`src/rtl/fetch_unit_if.sv`:
```
// fetch_unit_if: hazard-controller IF controls, I-cache request/response and decode head.
// Latency: none, wires only.
// Backpressure: ic_req_ready throttles requests; hc_dec_stall throttles the decode head.
interface fetch_unit_if #(
    parameter int unsigned ADDR_WIDTH = 32,
    parameter int unsigned DATA_WIDTH = 32
);
    logic                  load_pc_we;
    logic [ADDR_WIDTH-1:0] load_pc_new_pc;
    logic                  hc_if_stall;
    logic                  hc_dec_stall;
    logic                  hc_dec_flush;
    logic                  ic_req_valid;
    logic [ADDR_WIDTH-1:0] ic_req_addr;
    logic                  ic_req_ready;
    logic                  ic_rsp_valid;
    logic [DATA_WIDTH-1:0] ic_rsp_data;
    logic                  dec_valid;
    logic [ADDR_WIDTH-1:0] dec_pc;
    logic [DATA_WIDTH-1:0] dec_instr;

    modport master (
        input  load_pc_we, load_pc_new_pc, hc_if_stall, hc_dec_stall, hc_dec_flush,
        input  ic_req_ready, ic_rsp_valid, ic_rsp_data,
        output ic_req_valid, ic_req_addr, dec_valid, dec_pc, dec_instr
    );

    modport slave (
        output load_pc_we, load_pc_new_pc, hc_if_stall, hc_dec_stall, hc_dec_flush,
        output ic_req_ready, ic_rsp_valid, ic_rsp_data,
        input  ic_req_valid, ic_req_addr, dec_valid, dec_pc, dec_instr
    );
endinterface

```
`src/rtl/fetch_unit.sv`:
```
// fetch_unit: owns the fetch PC, keeps one I-cache request in flight, buffers words for decode.
// Latency: redirect at t -> request at t+1 -> dec_valid at t+3; steady stream is one word per 2 cycles.
// Backpressure: buffer slot reserved at issue; no request while full or hc_if_stall. FETCH_PERF_CNT_EN adds perf counters.
module fetch_unit #(
    parameter int unsigned          ADDR_WIDTH = 32,
    parameter int unsigned          DATA_WIDTH = 32,
    parameter int unsigned          FB_DEPTH   = 4,
    parameter logic [ADDR_WIDTH-1:0] RESET_PC  = '0
) (
    input  logic         clk,
    input  logic         rst,
    fetch_unit_if.master bus
`ifdef FETCH_PERF_CNT_EN
    ,
    output logic [31:0]  perf_redirects,
    output logic [31:0]  perf_squashed,
    output logic [31:0]  perf_starve
`endif
);
    localparam int unsigned PTR_W = $clog2(FB_DEPTH);
    localparam int unsigned CNT_W = PTR_W + 1;
    localparam logic [CNT_W-1:0] FULL_CNT = CNT_W'(FB_DEPTH);

    localparam logic [1:0] S_IDLE = 2'd0;
    localparam logic [1:0] S_RUN  = 2'd1;
    localparam logic [1:0] S_FULL = 2'd2;

    typedef struct packed {
        logic [ADDR_WIDTH-1:0] pc;
        logic [DATA_WIDTH-1:0] instr;
    } fb_entry_t;

    logic [1:0]            state, state_n;
    logic [ADDR_WIDTH-1:0] fetch_pc;
    logic [ADDR_WIDTH-1:0] req_pc;
    logic                  outstanding;
    logic                  drop;
    fb_entry_t             fb_mem [FB_DEPTH];
    logic [PTR_W-1:0]      rd_ptr, wr_ptr;
    logic [CNT_W-1:0]      count, count_n;
    logic                  redirect, accept, rsp_take, push, pop;

    assign redirect = bus.load_pc_we;

    // A request marked for drop answers this cycle, so it does not block the next issue.
    assign bus.ic_req_valid = (state == S_RUN) && (!outstanding || drop) &&
                              (count < FULL_CNT) && !bus.hc_if_stall;
    assign bus.ic_req_addr  = fetch_pc;

    assign accept   = bus.ic_req_valid && bus.ic_req_ready;
    assign rsp_take = outstanding && bus.ic_rsp_valid;
    assign push     = rsp_take && !drop && !redirect;
    assign pop      = bus.dec_valid && (!bus.hc_dec_stall || bus.hc_dec_flush) && !redirect;

    assign bus.dec_valid = (count != '0);
    assign bus.dec_pc    = bus.dec_valid ? fb_mem[rd_ptr].pc    : '0;
    assign bus.dec_instr = bus.dec_valid ? fb_mem[rd_ptr].instr : '0;

    always_comb begin
        count_n = count;
        if (redirect)
            count_n = '0;
        else if (push && !pop)
            count_n = count + CNT_W'(1);
        else if (pop && !push)
            count_n = count - CNT_W'(1);
    end

    always_comb begin
        state_n = state;
        case (state)
            S_IDLE:  state_n = S_RUN;
            S_RUN:   if (count_n == FULL_CNT) state_n = S_FULL;
            S_FULL:  if (count_n < FULL_CNT)  state_n = S_RUN;
            default: state_n = S_IDLE;
        endcase
        if (redirect)
            state_n = S_RUN;
    end

    always_ff @(posedge clk or posedge rst) begin
        if (rst) begin
            state       <= S_IDLE;
            fetch_pc    <= RESET_PC;
            req_pc      <= '0;
            outstanding <= 1'b0;
            drop        <= 1'b0;
            rd_ptr      <= '0;
            wr_ptr      <= '0;
            count       <= '0;
        end else begin
            state <= state_n;
            count <= count_n;
            if (accept) begin
                outstanding <= 1'b1;
                req_pc      <= fetch_pc;
            end else if (rsp_take) begin
                outstanding <= 1'b0;
            end
            // Whatever is still in flight across a redirect belongs to the old stream.
            if (redirect)
                drop <= accept || (outstanding && !bus.ic_rsp_valid);
            else if (accept || rsp_take)
                drop <= 1'b0;
            if (redirect) begin
                fetch_pc <= bus.load_pc_new_pc;
                rd_ptr   <= '0;
                wr_ptr   <= '0;
            end else begin
                if (accept)
                    fetch_pc <= fetch_pc + ADDR_WIDTH'(4);
                if (push)
                    wr_ptr <= wr_ptr + PTR_W'(1);
                if (pop)
                    rd_ptr <= rd_ptr + PTR_W'(1);
            end
        end
    end

    always_ff @(posedge clk) begin
        if (push)
            fb_mem[wr_ptr] <= '{pc: req_pc, instr: bus.ic_rsp_data};
    end

`ifdef FETCH_PERF_CNT_EN
    logic [CNT_W:0] squash_inc;
    assign squash_inc = (redirect ? {1'b0, count} : '0) +
                        {{CNT_W{1'b0}}, (rsp_take && (drop || redirect))};

    function automatic logic [31:0] sat_add(input logic [31:0] a, input logic [31:0] b);
        logic [32:0] s;
        s = {1'b0, a} + {1'b0, b};
        return s[32] ? 32'hFFFF_FFFF : s[31:0];
    endfunction

    always_ff @(posedge clk or posedge rst) begin
        if (rst) begin
            perf_redirects <= '0;
            perf_squashed  <= '0;
            perf_starve    <= '0;
        end else begin
            perf_redirects <= sat_add(perf_redirects, 32'(redirect));
            perf_squashed  <= sat_add(perf_squashed, 32'(squash_inc));
            perf_starve    <= sat_add(perf_starve, 32'(!bus.dec_valid));
        end
    end
`endif
endmodule

```
`src/flat_wrapper.sv`:
```
// flat-port wrapper written by rule: the top's interface ports become plain ports
module fetch_unit_flat 
#(
    parameter int unsigned          ADDR_WIDTH = 32,
    parameter int unsigned          DATA_WIDTH = 32,
    parameter int unsigned          FB_DEPTH   = 4,
    parameter logic [ADDR_WIDTH-1:0] RESET_PC  = '0
)
  (clk, rst, bus_load_pc_we, bus_load_pc_new_pc, bus_hc_if_stall, bus_hc_dec_stall, bus_hc_dec_flush, bus_ic_req_ready, bus_ic_rsp_valid, bus_ic_rsp_data, bus_ic_req_valid, bus_ic_req_addr, bus_dec_valid, bus_dec_pc, bus_dec_instr);
  fetch_unit_if #(.ADDR_WIDTH(ADDR_WIDTH), .DATA_WIDTH(DATA_WIDTH)) bus_i ();
  input  logic clk;
  input  logic rst;
  input wire logic [$bits(bus_i.load_pc_we)-1:0] bus_load_pc_we;
  input wire logic [$bits(bus_i.load_pc_new_pc)-1:0] bus_load_pc_new_pc;
  input wire logic [$bits(bus_i.hc_if_stall)-1:0] bus_hc_if_stall;
  input wire logic [$bits(bus_i.hc_dec_stall)-1:0] bus_hc_dec_stall;
  input wire logic [$bits(bus_i.hc_dec_flush)-1:0] bus_hc_dec_flush;
  input wire logic [$bits(bus_i.ic_req_ready)-1:0] bus_ic_req_ready;
  input wire logic [$bits(bus_i.ic_rsp_valid)-1:0] bus_ic_rsp_valid;
  input wire logic [$bits(bus_i.ic_rsp_data)-1:0] bus_ic_rsp_data;
  output wire logic [$bits(bus_i.ic_req_valid)-1:0] bus_ic_req_valid;
  output wire logic [$bits(bus_i.ic_req_addr)-1:0] bus_ic_req_addr;
  output wire logic [$bits(bus_i.dec_valid)-1:0] bus_dec_valid;
  output wire logic [$bits(bus_i.dec_pc)-1:0] bus_dec_pc;
  output wire logic [$bits(bus_i.dec_instr)-1:0] bus_dec_instr;
  assign bus_i.load_pc_we = bus_load_pc_we;
  assign bus_i.load_pc_new_pc = bus_load_pc_new_pc;
  assign bus_i.hc_if_stall = bus_hc_if_stall;
  assign bus_i.hc_dec_stall = bus_hc_dec_stall;
  assign bus_i.hc_dec_flush = bus_hc_dec_flush;
  assign bus_i.ic_req_ready = bus_ic_req_ready;
  assign bus_i.ic_rsp_valid = bus_ic_rsp_valid;
  assign bus_i.ic_rsp_data = bus_ic_rsp_data;
  assign bus_ic_req_valid = bus_i.ic_req_valid;
  assign bus_ic_req_addr = bus_i.ic_req_addr;
  assign bus_dec_valid = bus_i.dec_valid;
  assign bus_dec_pc = bus_i.dec_pc;
  assign bus_dec_instr = bus_i.dec_instr;
  fetch_unit #(.ADDR_WIDTH(ADDR_WIDTH), .DATA_WIDTH(DATA_WIDTH), .FB_DEPTH(FB_DEPTH), .RESET_PC(RESET_PC)) u_core (.clk(clk), .rst(rst), .bus(bus_i));
endmodule
```
`config.mk`:
```
export PLATFORM = sky130hd
export DESIGN_NAME = fetch_unit_flat
export DESIGN_NICKNAME = d
export VERILOG_FILES = /design/src/rtl/fetch_unit_if.sv /design/src/rtl/fetch_unit.sv /design/src/flat_wrapper.sv
export SDC_FILE = /design/constraint.sdc
export NUM_CORES = 1
export LEC_CHECK = 0
export CAP_MARGIN = 20
export CORE_MARGIN = 5
export CORE_UTILIZATION = 25
export CTS_CLUSTER_DIAMETER = 50
export DETAILED_ROUTE_END_ITERATION = 8
export PLACE_DENSITY = 0.49
export SETUP_SLACK_MARGIN = 0.3
export SYNTH_ARGS = -nofsm -noshare
export SYNTH_HDL_FRONTEND = slang
export SYNTH_SLANG_ARGS = --single-unit
```
`constraint.sdc`:
```
create_clock -name clk -period 18.7 [get_ports clk]
set_input_delay 5.61 -clock clk [delete_from_list [all_inputs] [get_ports clk]]
set_output_delay 5.61 -clock clk [all_outputs]
set_load 0.005 [all_outputs]
```
==> flow_metrics.tcl, run 1 <==
set metrics [dict create \
    tns_ns 0 \
    synth_ff_type "edfxtp_1" \
    synth_enable_flop_cells 256 \
    cp-startpoint "bus_hc_if_stall" \
    hold_path.class "flip-flop to flip-flop" \
    routed_wl_um 33500 \
    synth_top_area_share_pct 57.9 \
    cts-root-buf "clkbuf_16" \
    crit_type "input port to output port" \
    fin_cells 1675 \
    cts.clk_slew.worst_paths_ns 0.05 \
    worstPathRequired_ns 13.09 \
    yosys_warnings 0 \
    syn2layout_area_growth_pct 31.5 \
    drc_errors 0 \
    synth-async-reset-ratio_pct 22.7 \
    track_usage_pct 11.6 \
    drive_above_1_share_pct 20.0 \
    syn_nets 835 \
    ios 170 \
    placed_cell_area_sq_um 15800 \
    run_status "finished, final reports clean" \
    antenna_cells 0 \
    synth_cell_types 45 \
    htree_levels 2 \
    crit_fanout 3 \
    highest_layer "met5" \
    gp_congestion 0.759 \
    regArea_sq_um 9570 \
    relSlewSlack_pct 24.8 \
    netlist_area_sq_um 13300 \
    postCtsHoldBufs 0 \
    clkLatencyLatePin_ns 0.57 \
    layout.nets 1032 \
    dr_wl_met3_um 2070 \
    synth_area_leaders "edfxtp_1 (58%), dfrtp_1 (14%), mux4_2 (11%), and2_1 (3.1%), mux2_2 (2.5%)" \
    cts_resized 0 \
    ys_ff_latch 331 \
    finClkSkew_ns 0.0341 \
    antenna_found_initial 1 \
    synthCells 755 \
    cap_violations 0 \
    initial_core_util_pct 25.3 \
    die-area_sq_um 57800 \
    initialDrtViolationCount 364 \
    worst_slew_pin_slew_ns 1.12 \
    whs_ns 0.517 \
    powerDensity_nw_per_um2 147 \
    design_area_sq_um 17500 \
    num-fill-cells 5073 \
    leakagePower_nw 5.89 \
    fmax_mhz 77.2 \
    p_total_mw 2.57 \
    yosysSeqAreaShare_pct 72.0 \
    avgSynthCellArea_sq_um 17.6 \
    die_y_um 241 \
    multi_input_area_sq_um 3540 \
    portBuffers 169 \
    synth_largest_area_cell "edfxtp_1" \
    cts_sinks 331 \
    hold_start "u_core.req_pc[26]$_DFFE_PP0P_" \
    yosys.cell_count.top_type "edfxtp_1" \
    crit_arrival_ns 7.34 \
    avgViaCountPerCell 4.39 \
    grt_pass1_wl_um 50900 \
    cts_setup_buffers 0 \
    ant_nets 0 \
    grt_start_max_net_pins 75 \
    dpl.cell_count 1592 \
    hold_viol 0 \
    rsz0062_at_grt "false" \
    fp.coreArea_sq_um 52600 \
    die_width_um 241 \
    overflow 0 \
    clk_path_buf_depth 3 \
    finalSetupViolations 0 \
    rows 84 \
    dp_hpwl_um 20600 \
    vias 7350 \
    route.met2.wl_um 15600 \
    fin_crit_sh_pct 69.2 \
    drt_first_pass_iters 4 \
    cts_buffers 46 \
    cts_tree "yes" \
    end_kind "output port" \
    slew_viol_final 0 \
    grt_pass1_vias 7992 \
    ir_drop_mv 0.0670 \
    reg2reg_from "u_core.count[2]$_DFF_PP0_" \
    drt-met1-wl_um 14900 \
    synthTopCellsByCount "edfxtp_1 (256), dfrtp_1 (75), and2_1 (66)" \
    wl_per_cell_um 20.0 \
    crit_path_start_kind "input port" \
    period_minus_slack_ns 12.95 \
]
==> critical path, cell delays in order <==
cell	delay, ns
clkdlybuf4s50_1	0.41
or4b_4	0.52
nor2_1	0.23
clkdlybuf4s50_1	0.55
==> path summary, 6_finish.rpt <==
| kind | to | slack (ns) | cells after the start |
|---|---|---|---|
| setup / recovery | bus_ic_req_valid | 5.75 | 4 |
| max in group asynchronous | u_core.rd_ptr[1]$_DFFE_PP0P_ | 12.16 | 3 |
| hold / removal | u_core.fb_mem[1][58]$_DFFE_PP_ | 0.52 | 0 |
| min in group asynchronous | u_core.req_pc[10]$_DFFE_PP0P_ | 5.33 | 2 |
| setup reg to reg | u_core.bus.ic_req_addr[31]$_DFFE_PP0N_ | 15.94 | 5 |
| hold reg to reg | u_core.fb_mem[1][58]$_DFFE_PP_ | 0.52 | 0 |
==> state kept, by name, summed over array words and instances (netlist names) <==
signal and flops:
u_core.outstanding 1, u_core.rd_ptr 2, u_core.state 2, u_core.fb_mem 256
u_core.req_pc 32, u_core.wr_ptr 2, u_core.count 3, u_core.drop 1
u_core.bus.ic_req_addr 32
==> metrics by stage <==
step,util [%],worst slack (ns)
floorplan,-,6.80
global placement,30.1,5.79
detailed placement,30.1,5.78
CTS,33.2,5.76
global route,33.2,5.72
finish,33.2,5.75
==> cells in the final DEF (no fill, tap or decap), drive strengths merged, types with 18 or more instances in the layout <==
master         Yosys  layout
xor2              21      21
edfxtp           256     256
mux2              30      30
mux4              64      64
and2              66      66
nand2             47      47
dfrtp             75      75
clkbuf            24      55
o21ai             34      34
buf               13      18
clkdlybuf4s50      0     168
==> metal layers <==
metal	global-route usage [%]	vias up
met4	3.94	2
li1	-	3330
met5	0	-
met3	2.87	62
met1	15.8	3745
met2	18.3	211
==> report_power, final <==
part / internal (mW) / switching, mW / total, mW / leakage [nW]
clock network: 0.595 / 0.328 / 0.923 / 0.798
registers: 0.898 / 0.106 / 1.00 / 3.23
logic: 0.386 / 0.257 / 0.643 / 1.87
total: 1.88 / 0.691 / 2.57 / 5.89
==> cell families (layout without fill, tap and decap cells) <==
kind of cell,count (synthesis),after routing,synth area share [%]
AO/OA/AOI/OAI,48,48,2.08
XOR/XNOR,28,28,1.85
adder cells (fa/ha/maj),9,9,0.829
buffers and inverters,49,281,1.49
flip-flops,331,331,72.0
multiplexers,95,95,13.5
AND/OR/NAND/NOR,195,195,8.29
==> layout make-up <==
class / count / share of cell area (%)
sequential: 331 / 54.8
multi-input combinational: 375 / 20.3
timing repair buffer: 186 / 10.4
clock buffer: 55 / 7.02
tap: 688 / 4.93
clock inverter: 28 / 2.33
inverter: 12 / 0.265
Note: power is estimated with default switching activity, not from simulation.
==> run 2, diff against run 1 <==
--- a/config.mk
+++ b/config.mk
@@ -10,7 +10,7 @@
 export CORE_UTILIZATION = 25
 export CTS_CLUSTER_DIAMETER = 50
 export DETAILED_ROUTE_END_ITERATION = 8
-export PLACE_DENSITY = 0.49
+export PLACE_DENSITY = 0.51
 export SETUP_SLACK_MARGIN = 0.3
 export SYNTH_ARGS = -nofsm -noshare
 export SYNTH_HDL_FRONTEND = slang
==> constraint.sdc (replaced) <==
create_clock -name clk -period 11.65 [get_ports clk]
set_input_delay 3.495 -clock clk [delete_from_list [all_inputs] [get_ports clk]]
set_output_delay 3.495 -clock clk [all_outputs]
set_load 0.005 [all_outputs]
==> run 2 against run 1 <==
Against the previous run:
- first-iteration DRC count up 8.0%
- design area down 1.3%
- utilization down 0.42 points
- combinational power up 62%
- sequential share of layout area up 0.70 points
- sequential cell count unchanged
- largest cell class unchanged
==> flow_metrics.tcl, run 2 (synthesis results as in run 1) <==
set metrics [dict create \
    largest_reg_flops 256 \
    placed_cell_area_sq_um 15800 \
    final_cell_mix "edfxtp_1 (256), clkdlybuf4s50_1 (168), dfrtp_1 (73), and2_1 (66), mux4_2 (64)" \
    rows 84 \
    fp.coreArea_sq_um 52600 \
    crit_slowest_cell "clkdlybuf4s50_1" \
    crit_path_start_kind "input port" \
    cts_resized 0 \
    vias 7291 \
    portBuffers 169 \
    powerDensity_nw_per_um2 228 \
    pwr-share-comb_pct 26.3 \
    pwr-share-clk_pct 33.1 \
    sequentialPowerShare_pct 40.6 \
    drive_above_1_share_pct 19.5 \
    crit_type "input port to output port" \
    grt_pass1_vias 7823 \
    cts_sinks 331 \
    period_minus_slack_ns 8.66 \
    cap_violations 0 \
    fin_cells 1672 \
    relSlewSlack_pct 29.2 \
    run_status "finished, final reports clean" \
    leakagePower_nw 5.78 \
    largest_register "u_core.fb_mem" \
    swShare_pct 27.8 \
    slew_viol_final 0 \
    whs_ns 0.520 \
    hold_path.class "flip-flop to flip-flop" \
    design_area_sq_um 17300 \
    antenna_found_initial 2 \
    ir_drop_mv 0.125 \
    cts_setup_buffers 0 \
    max_stage_delay_ns 0.55 \
    clk_path_buf_depth 3 \
    crit_top_cell "clkdlybuf4s50_1" \
    die_y_um 241 \
    syn2layout_area_growth_pct 29.9 \
    antenna_cells 0 \
    path_delay_family "buffers and inverters" \
    crit_buf_inv 2 \
    worstPathRequired_ns 8.16 \
    track_usage_pct 11.5 \
    drt_first_pass_iters 4 \
    rsz0062_at_grt "false" \
    ios 170 \
    p_total_mw 3.94 \
    layout_commonest_cell "edfxtp_1" \
    initialDrtViolationCount 393 \
    clkLatencyLatePin_ns 0.56 \
    layout.nets 1028 \
    crit_fanout 3 \
    worst_slew_pin_slew_ns 1.06 \
    ant_nets 0 \
    power_switching_mw 1.10 \
    grt_start_max_net_pins 75 \
    avgViaCountPerCell 4.36 \
    routed_wl_um 33100 \
    fin_util_pct 32.8 \
    dpl.cell_count 1590 \
    end_kind "output port" \
    finalSetupViolations 0 \
    grt_pass1_wl_um 49800 \
    postCtsHoldBufs 0 \
    htree_levels 2 \
    cts.clk_slew.worst_paths_ns 0.06 \
    tns_ns 0 \
    cts-root-buf "clkbuf_16" \
    wl_per_cell_um 19.8 \
    die-area_sq_um 57800 \
    drc_errors 0 \
    gp_congestion 0.759 \
    num-fill-cells 5193 \
    cp_cell_sequence "clkdlybuf4s50_1, or4b_4, nor2_1, clkdlybuf4s50_1" \
    fin_crit_sh_pct 74.4 \
    crit_arrival_ns 5.17 \
    die_width_um 241 \
    finalWorstSetupSlack_ns 2.99 \
    pre_cts_slack_ns 2.98 \
    cts_buffers 44 \
    fmax_mhz 115 \
    initial_core_util_pct 25.3 \
    cts_tree "yes" \
    dp_hpwl_um 20400 \
    finClkSkew_ns 0.0204 \
    overflow 0 \
    hold_viol 0 \
    p_int_mw 2.85 \
]
==> run 2: metal layers <==
metal | up-vias | track usage, % | part of all wire [%]
met1 | 3716 | 15.1 | 44
met2 | 197 | 18.0 | 47
met4 | 4 | 3.06 | 2.0
met3 | 59 | 4.34 | 7.7
met5 | - | 0 | 0.12
li1 | 3315 | - | -
==> run 2: power groups by stage <==
stage,clock network (mW),logic [mW],registers [mW]
6_report,1.31,1.04,1.60
5_1_grt,1.40,1.15,1.62
4_1_cts,1.35,1.08,1.61
3_5_place_dp,0,1.08,1.63
3_3_place_gp,0,1.07,1.62
2_1_floorplan,0,0.591,1.53
==> run 2: area by class of cell <==
type | instances | area [sq um] | area share (%)
clock buffers | 51 | 1150 | 6.66
repair buffers | 184 | 1800 | 10.4
well taps | 688 | 861 | 4.99
multi-input cells | 375 | 3540 | 20.5
inverters | 12 | 46.3 | 0.268
flip-flops and latches | 331 | 9570 | 55.5
clock inverters | 31 | 280 | 1.62
==> run 2: final timing paths <==
path,start,end,slack [ns],depth (start not counted)
max,bus_hc_if_stall,bus_ic_req_valid,2.99,4
min,u_core.req_pc[16]$_DFFE_PP0P_,u_core.fb_mem[1][48]$_DFFE_PP_,0.52,0
max reg2reg,u_core.count[2]$_DFF_PP0_,u_core.bus.ic_req_addr[31]$_DFFE_PP0N_,9.01,5
min reg2reg,u_core.req_pc[16]$_DFFE_PP0P_,u_core.fb_mem[1][48]$_DFFE_PP_,0.52,0
max in group asynchronous,rst,u_core.rd_ptr[0]$_DFFE_PP0P_,7.25,3
min in group asynchronous,rst,u_core.req_pc[2]$_DFFE_PP0P_,3.23,2
==> run 2: worst register-to-register path, cell delays in order, from the launching register on <==
cell and delay [ns]:
dfrtp_1 0.45, or4b_4 0.58, nor4b_4 0.83, nand3_2 0.21
or3_1 0.35, a31oi_1 0.16
==> run 3, diff against run 2 <==
--- a/config.mk
+++ b/config.mk
@@ -10,7 +10,7 @@
 export CORE_UTILIZATION = 25
 export CTS_CLUSTER_DIAMETER = 50
 export DETAILED_ROUTE_END_ITERATION = 8
-export PLACE_DENSITY = 0.51
+export PLACE_DENSITY = 0.49
 export SETUP_SLACK_MARGIN = 0.3
 export SYNTH_ARGS = -nofsm -noshare
 export SYNTH_HDL_FRONTEND = slang
==> constraint.sdc (replaced) <==
create_clock -name clk -period 9.01 [get_ports clk]
set_input_delay 2.703 -clock clk [delete_from_list [all_inputs] [get_ports clk]]
set_output_delay 2.703 -clock clk [all_outputs]
set_load 0.005 [all_outputs]
==> run 3 against run 2 <==
Against the previous run:
- largest cell class unchanged
- sequential cell count stayed put
- die area unchanged
- register-to-register slack lost 2.7 ns
- design area is 0.31% lower
- critical path depth unchanged
- clock-buffer cell count increased by 1
- global-route usage is 0.17 points higher
- critical path type unchanged
- highest routed layer is now met4
- sequential power up 30%
- setup slack lost 1.1 ns
==> flow_metrics.tcl, run 3 (synthesis results as in run 1) <==
set metrics [dict create \
    holdPathEnd "u_core.fb_mem[1][35]$_DFFE_PP_" \
    whs_ns 0.515 \
    vias 7267 \
    crit_type "input port to output port" \
    syn2layout_area_growth_pct 29.5 \
    swShare_pct 27.7 \
    slew_viol_final 0 \
    largest_register "u_core.fb_mem" \
    hold_start "u_core.req_pc[3]$_DFFE_PP0P_" \
    avgViaCountPerCell 4.36 \
    final_cell_mix "edfxtp_1 (256), clkdlybuf4s50_1 (168), dfrtp_1 (73), and2_1 (66), mux4_2 (64)" \
    initial_core_util_pct 25.3 \
    tns_ns 0 \
    cts_buffers 41 \
    initialDrtViolationCount 383 \
    rows 84 \
    die-area_sq_um 57800 \
    largest_reg_flops 256 \
    portBuffers 169 \
    cts_resized 0 \
    finalSetupViolations 0 \
    cts_tree "yes" \
    power_switching_mw 1.40 \
    drive_above_1_share_pct 19.2 \
    dp_hpwl_um 20600 \
    clk_path_buf_depth 3 \
    layout.nets 1028 \
    fp.coreArea_sq_um 52600 \
    track_usage_pct 11.6 \
    worst_slew_pin_slew_ns 0.967 \
    die_width_um 241 \
    routed_wl_um 33600 \
    cts-root-buf "clkbuf_16" \
    htree_levels 2 \
    hold_path.class "flip-flop to flip-flop" \
    crit_arrival_ns 4.42 \
    wl_per_cell_um 20.1 \
    pwr-share-clk_pct 32.2 \
    cts_sinks 331 \
    fin_crit_sh_pct 79.0 \
    clkLatencyLatePin_ns 0.55 \
    drc_errors 0 \
    gp_congestion 0.746 \
    crit_fanout 3 \
    grt_start_max_net_pins 75 \
    reg2reg_from "u_core.count[2]$_DFF_PP0_" \
    drt_first_pass_iters 4 \
    period_minus_slack_ns 7.12 \
    leakagePower_nw 5.76 \
    pwr-share-comb_pct 26.7 \
    holdPathStages 0 \
    antenna_found_initial 0 \
    layout_commonest_cell "edfxtp_1" \
    crit_path_start_kind "input port" \
    reg2reg_slack_ns 6.31 \
    powerDensity_nw_per_um2 294 \
    p_int_mw 3.65 \
    rr_endpoint "u_core.bus.ic_req_addr[31]$_DFFE_PP0N_" \
    postCtsHoldBufs 0 \
    relSlewSlack_pct 35.3 \
    overflow 0 \
    grt_pass1_wl_um 50800 \
    ir_drop_mv 0.136 \
    fmax_mhz 140 \
    run_status "finished, final reports clean" \
    end_kind "output port" \
    finClkSkew_ns 0.0228 \
    die_y_um 241 \
    worstPathRequired_ns 6.31 \
    cap_violations 0 \
    ios 170 \
    sequentialPowerShare_pct 41.1 \
    r2r_cells 5 \
    rsz0062_at_grt "false" \
    cts_setup_buffers 0 \
    ant_nets 0 \
    grt_pass1_vias 7982 \
    cts.clk_slew.worst_paths_ns 0.06 \
    hold_viol 0 \
    num-fill-cells 5123 \
]
run 3: cell count changes in the layout (fill, tap and decap cells not counted), sizes merged:
cell,previous run,this run
clkbuf,51,52
diode,0,2
buf,16,19
bufinv,3,4
clkinvlp,3,2
clkinv,18,10
inv,19,17
run 3: final cells by class:
type                    instances  area, sq um  area share, %
flip-flops and latches        331         9570           55.7
clock buffers                  52         1100           6.38
clock inverters                21          238           1.38
repair buffers                187         1830           10.7
well taps                     688          861           5.01
inverters                      12         46.3          0.269
multi-input cells             375         3540           20.6
diodes                          2         5.00         0.0291
run 3: worst max path at each step:
stage                     cells after the start                             to            start  slack, ns
after floorplan                               3  u_core.fb_mem[1][0]$_DFFE_PP_   bus_load_pc_we       0.60
after global placement                        4               bus_ic_req_valid  bus_hc_if_stall       1.91
after detailed placement                      4               bus_ic_req_valid  bus_hc_if_stall       1.90
after CTS                                     4               bus_ic_req_valid  bus_hc_if_stall       1.88
after global routing                          4               bus_ic_req_valid  bus_hc_if_stall       1.84
final                                         4               bus_ic_req_valid  bus_hc_if_stall       1.89
run 3: stage by stage:
step	cells	total power, mW	cell area (sq um)	util, %	setup WS [ns]
after floorplan	755	2.75	13300	-	0.601
after global placement	1592	3.50	15800	30.1	1.91
after detailed placement	1592	3.51	15800	30.1	1.90
after CTS	1665	5.17	17200	32.7	1.88
after global routing	1666	5.34	17200	32.7	1.84
final	1668	5.05	17200	32.7	1.89
run 3: power groups by stage:
stage               logic (mW)  registers, mW  clock network, mW
finish                    1.35           2.08               1.63
global route              1.48           2.11               1.75
CTS                       1.40           2.09               1.69
detailed placement        1.39           2.12                  0
global placement          1.39           2.11                  0
floorplan                0.764           1.98                  0
run 3: critical path, cell delays in order:
cell and delay [ns]:
clkdlybuf4s50_1 0.41, or4b_4 0.52, nor2_1 0.22, clkdlybuf4s50_1 0.55
run 3: routing by layer:
| metal | GRT usage, % | up-vias | routed length (um) |
|---|---|---|---|
| li1 | - | 3305 | - |
| met1 | 15.7 | 3733 | 15300 |
| met2 | 18.5 | 178 | 15700 |
| met3 | 2.87 | 51 | 1780 |
| met4 | 3.85 | 0 | 800 |
| met5 | 0 | - | 0 |
==> edit (settings of run 1) <==
`DATA_WIDTH` is set to 32 in 3 places; all go to 36.
--- a/src/rtl/fetch_unit_if.sv
+++ b/src/rtl/fetch_unit_if.sv
@@ -5,3 +5,3 @@
     parameter int unsigned ADDR_WIDTH = 32,
-    parameter int unsigned DATA_WIDTH = 32
+    parameter int unsigned DATA_WIDTH = 36
 );
--- a/src/rtl/fetch_unit.sv
+++ b/src/rtl/fetch_unit.sv
@@ -5,3 +5,3 @@
     parameter int unsigned          ADDR_WIDTH = 32,
-    parameter int unsigned          DATA_WIDTH = 32,
+    parameter int unsigned          DATA_WIDTH = 36,
     parameter int unsigned          FB_DEPTH   = 4,
--- a/src/flat_wrapper.sv
+++ b/src/flat_wrapper.sv
@@ -4,3 +4,3 @@
     parameter int unsigned          ADDR_WIDTH = 32,
-    parameter int unsigned          DATA_WIDTH = 32,
+    parameter int unsigned          DATA_WIDTH = 36,
     parameter int unsigned          FB_DEPTH   = 4,
Interface: changed (resized bus_dec_instr and bus_ic_rsp_data); port bits go from 170 to 178. The function was not compared with the original's and may differ.
==> edit against run 1 <==
Area after synthesis grew 5.1%. Power shrank 3.1%. Sequential cell count grew 16. Synthesized cell count grew 13%. Sequential share of layout area grew 0.88 points. Final area grew 3.4%. Clock power shrank 10%. Routed wire length grew 6.1%. Worst setup slack gained 140 ps.
==> edit: results (changes against run 1) <==
vias in the first global route 8525 (+6.7%); area share of xor/xnor cells in the synthesized design 1.88% (+0.036 points); Detail Placement HPWL 21.1 mm (+2.1%); initial antenna violation count 0 (-1); crit-path max cell delay 500 ps (-50 ps); multi-input logic portion of the cell area 20.7% (+0.41 points); R2R Path Start u_core.bus.ic_req_addr[5]; pin count of the biggest net entering global routing 65 (-13%); area of the mapped netlist 14000 um^2 (+5.1%); non-clk buf share 10.2% (-0.14 points); leakage 6.08 nW (+3.2%); Vias/cell 4.32 (-1.6%); wire length per cell 19.4 um (-2.8%); Synth Area in Adders 0.789% (-0.040 points); placed cells 1744 (+9.5%); post-synthesis mux area share 11.4% (-2.1 points); share of layout cells above drive strength 1 15.7% (-4.2 points); CP Max Fanout 8 (+5); DR pass1 iterations 5 (+1); PortBufs 177 (+4.7%); Synth area leaders edfxtp_1, dfrtp_1, mux4_2, nand2_1, and2_1; Setup WS pre-CTS 5900 ps (+119 ps); Post-synth EDFFs 272 (+6.3%); status completed; Largest register FFs 272 (+6.3%); routability cong. 0.724 (-4.6%); Hold Path End u_core.fb_mem[2][41]; Final nets 1128 (+9.3%); Least-Margin Pin Slew 858 ps (-266 ps); Worst Skew 15.0 ps (-19.1 ps); post-synthesis compound-gate area fraction 2.16% (+0.079 points); Layout fillers 5402 (+6.5%); fraction of area in registers 55.7% (+0.88 points); clock buffers 53 (-3.6%); r2r endpoint u_core.bus.ic_req_addr[29]; routed via count 7897 (+7.4%); Signal buffers 188 (+1.1%); Hold WS 523 ps (+6.77 ps); syn nets 934 (+12%); fmax 0.0781 GHz (+1.1%)
==> edit: cell types whose count changed in the layout (fill, tap and decap cells not counted), sizes merged, moves of 16 or more <==
cell | before | now
edfxtp | 256 | 272
xnor2 | 7 | 25
mux2 | 30 | 4
nand2 | 47 | 131
xor2 | 21 | 5
==> edit: layer usage <==
| layer | part of all wire (%) | routed length [um] | track usage [%] | vias up |
|---|---|---|---|---|
| li1 | - | - | - | 3607 |
| met1 | 46 | 16400 | 15.8 | 4028 |
| met2 | 45 | 16100 | 18.1 | 208 |
| met3 | 6.5 | 2290 | 3.51 | 54 |
| met4 | 1.9 | 678 | 2.99 | 0 |
| met5 | 0 | 0 | 0 | - |
==> edit: power breakdown <==
group	leakage (nW)	total (mW)	switching (mW)	internal, mW
Clock	0.707	0.827	0.347	0.480
Combinational	1.99	0.636	0.274	0.362
Sequential	3.39	1.03	0.0966	0.931
Total	6.08	2.49	0.718	1.77
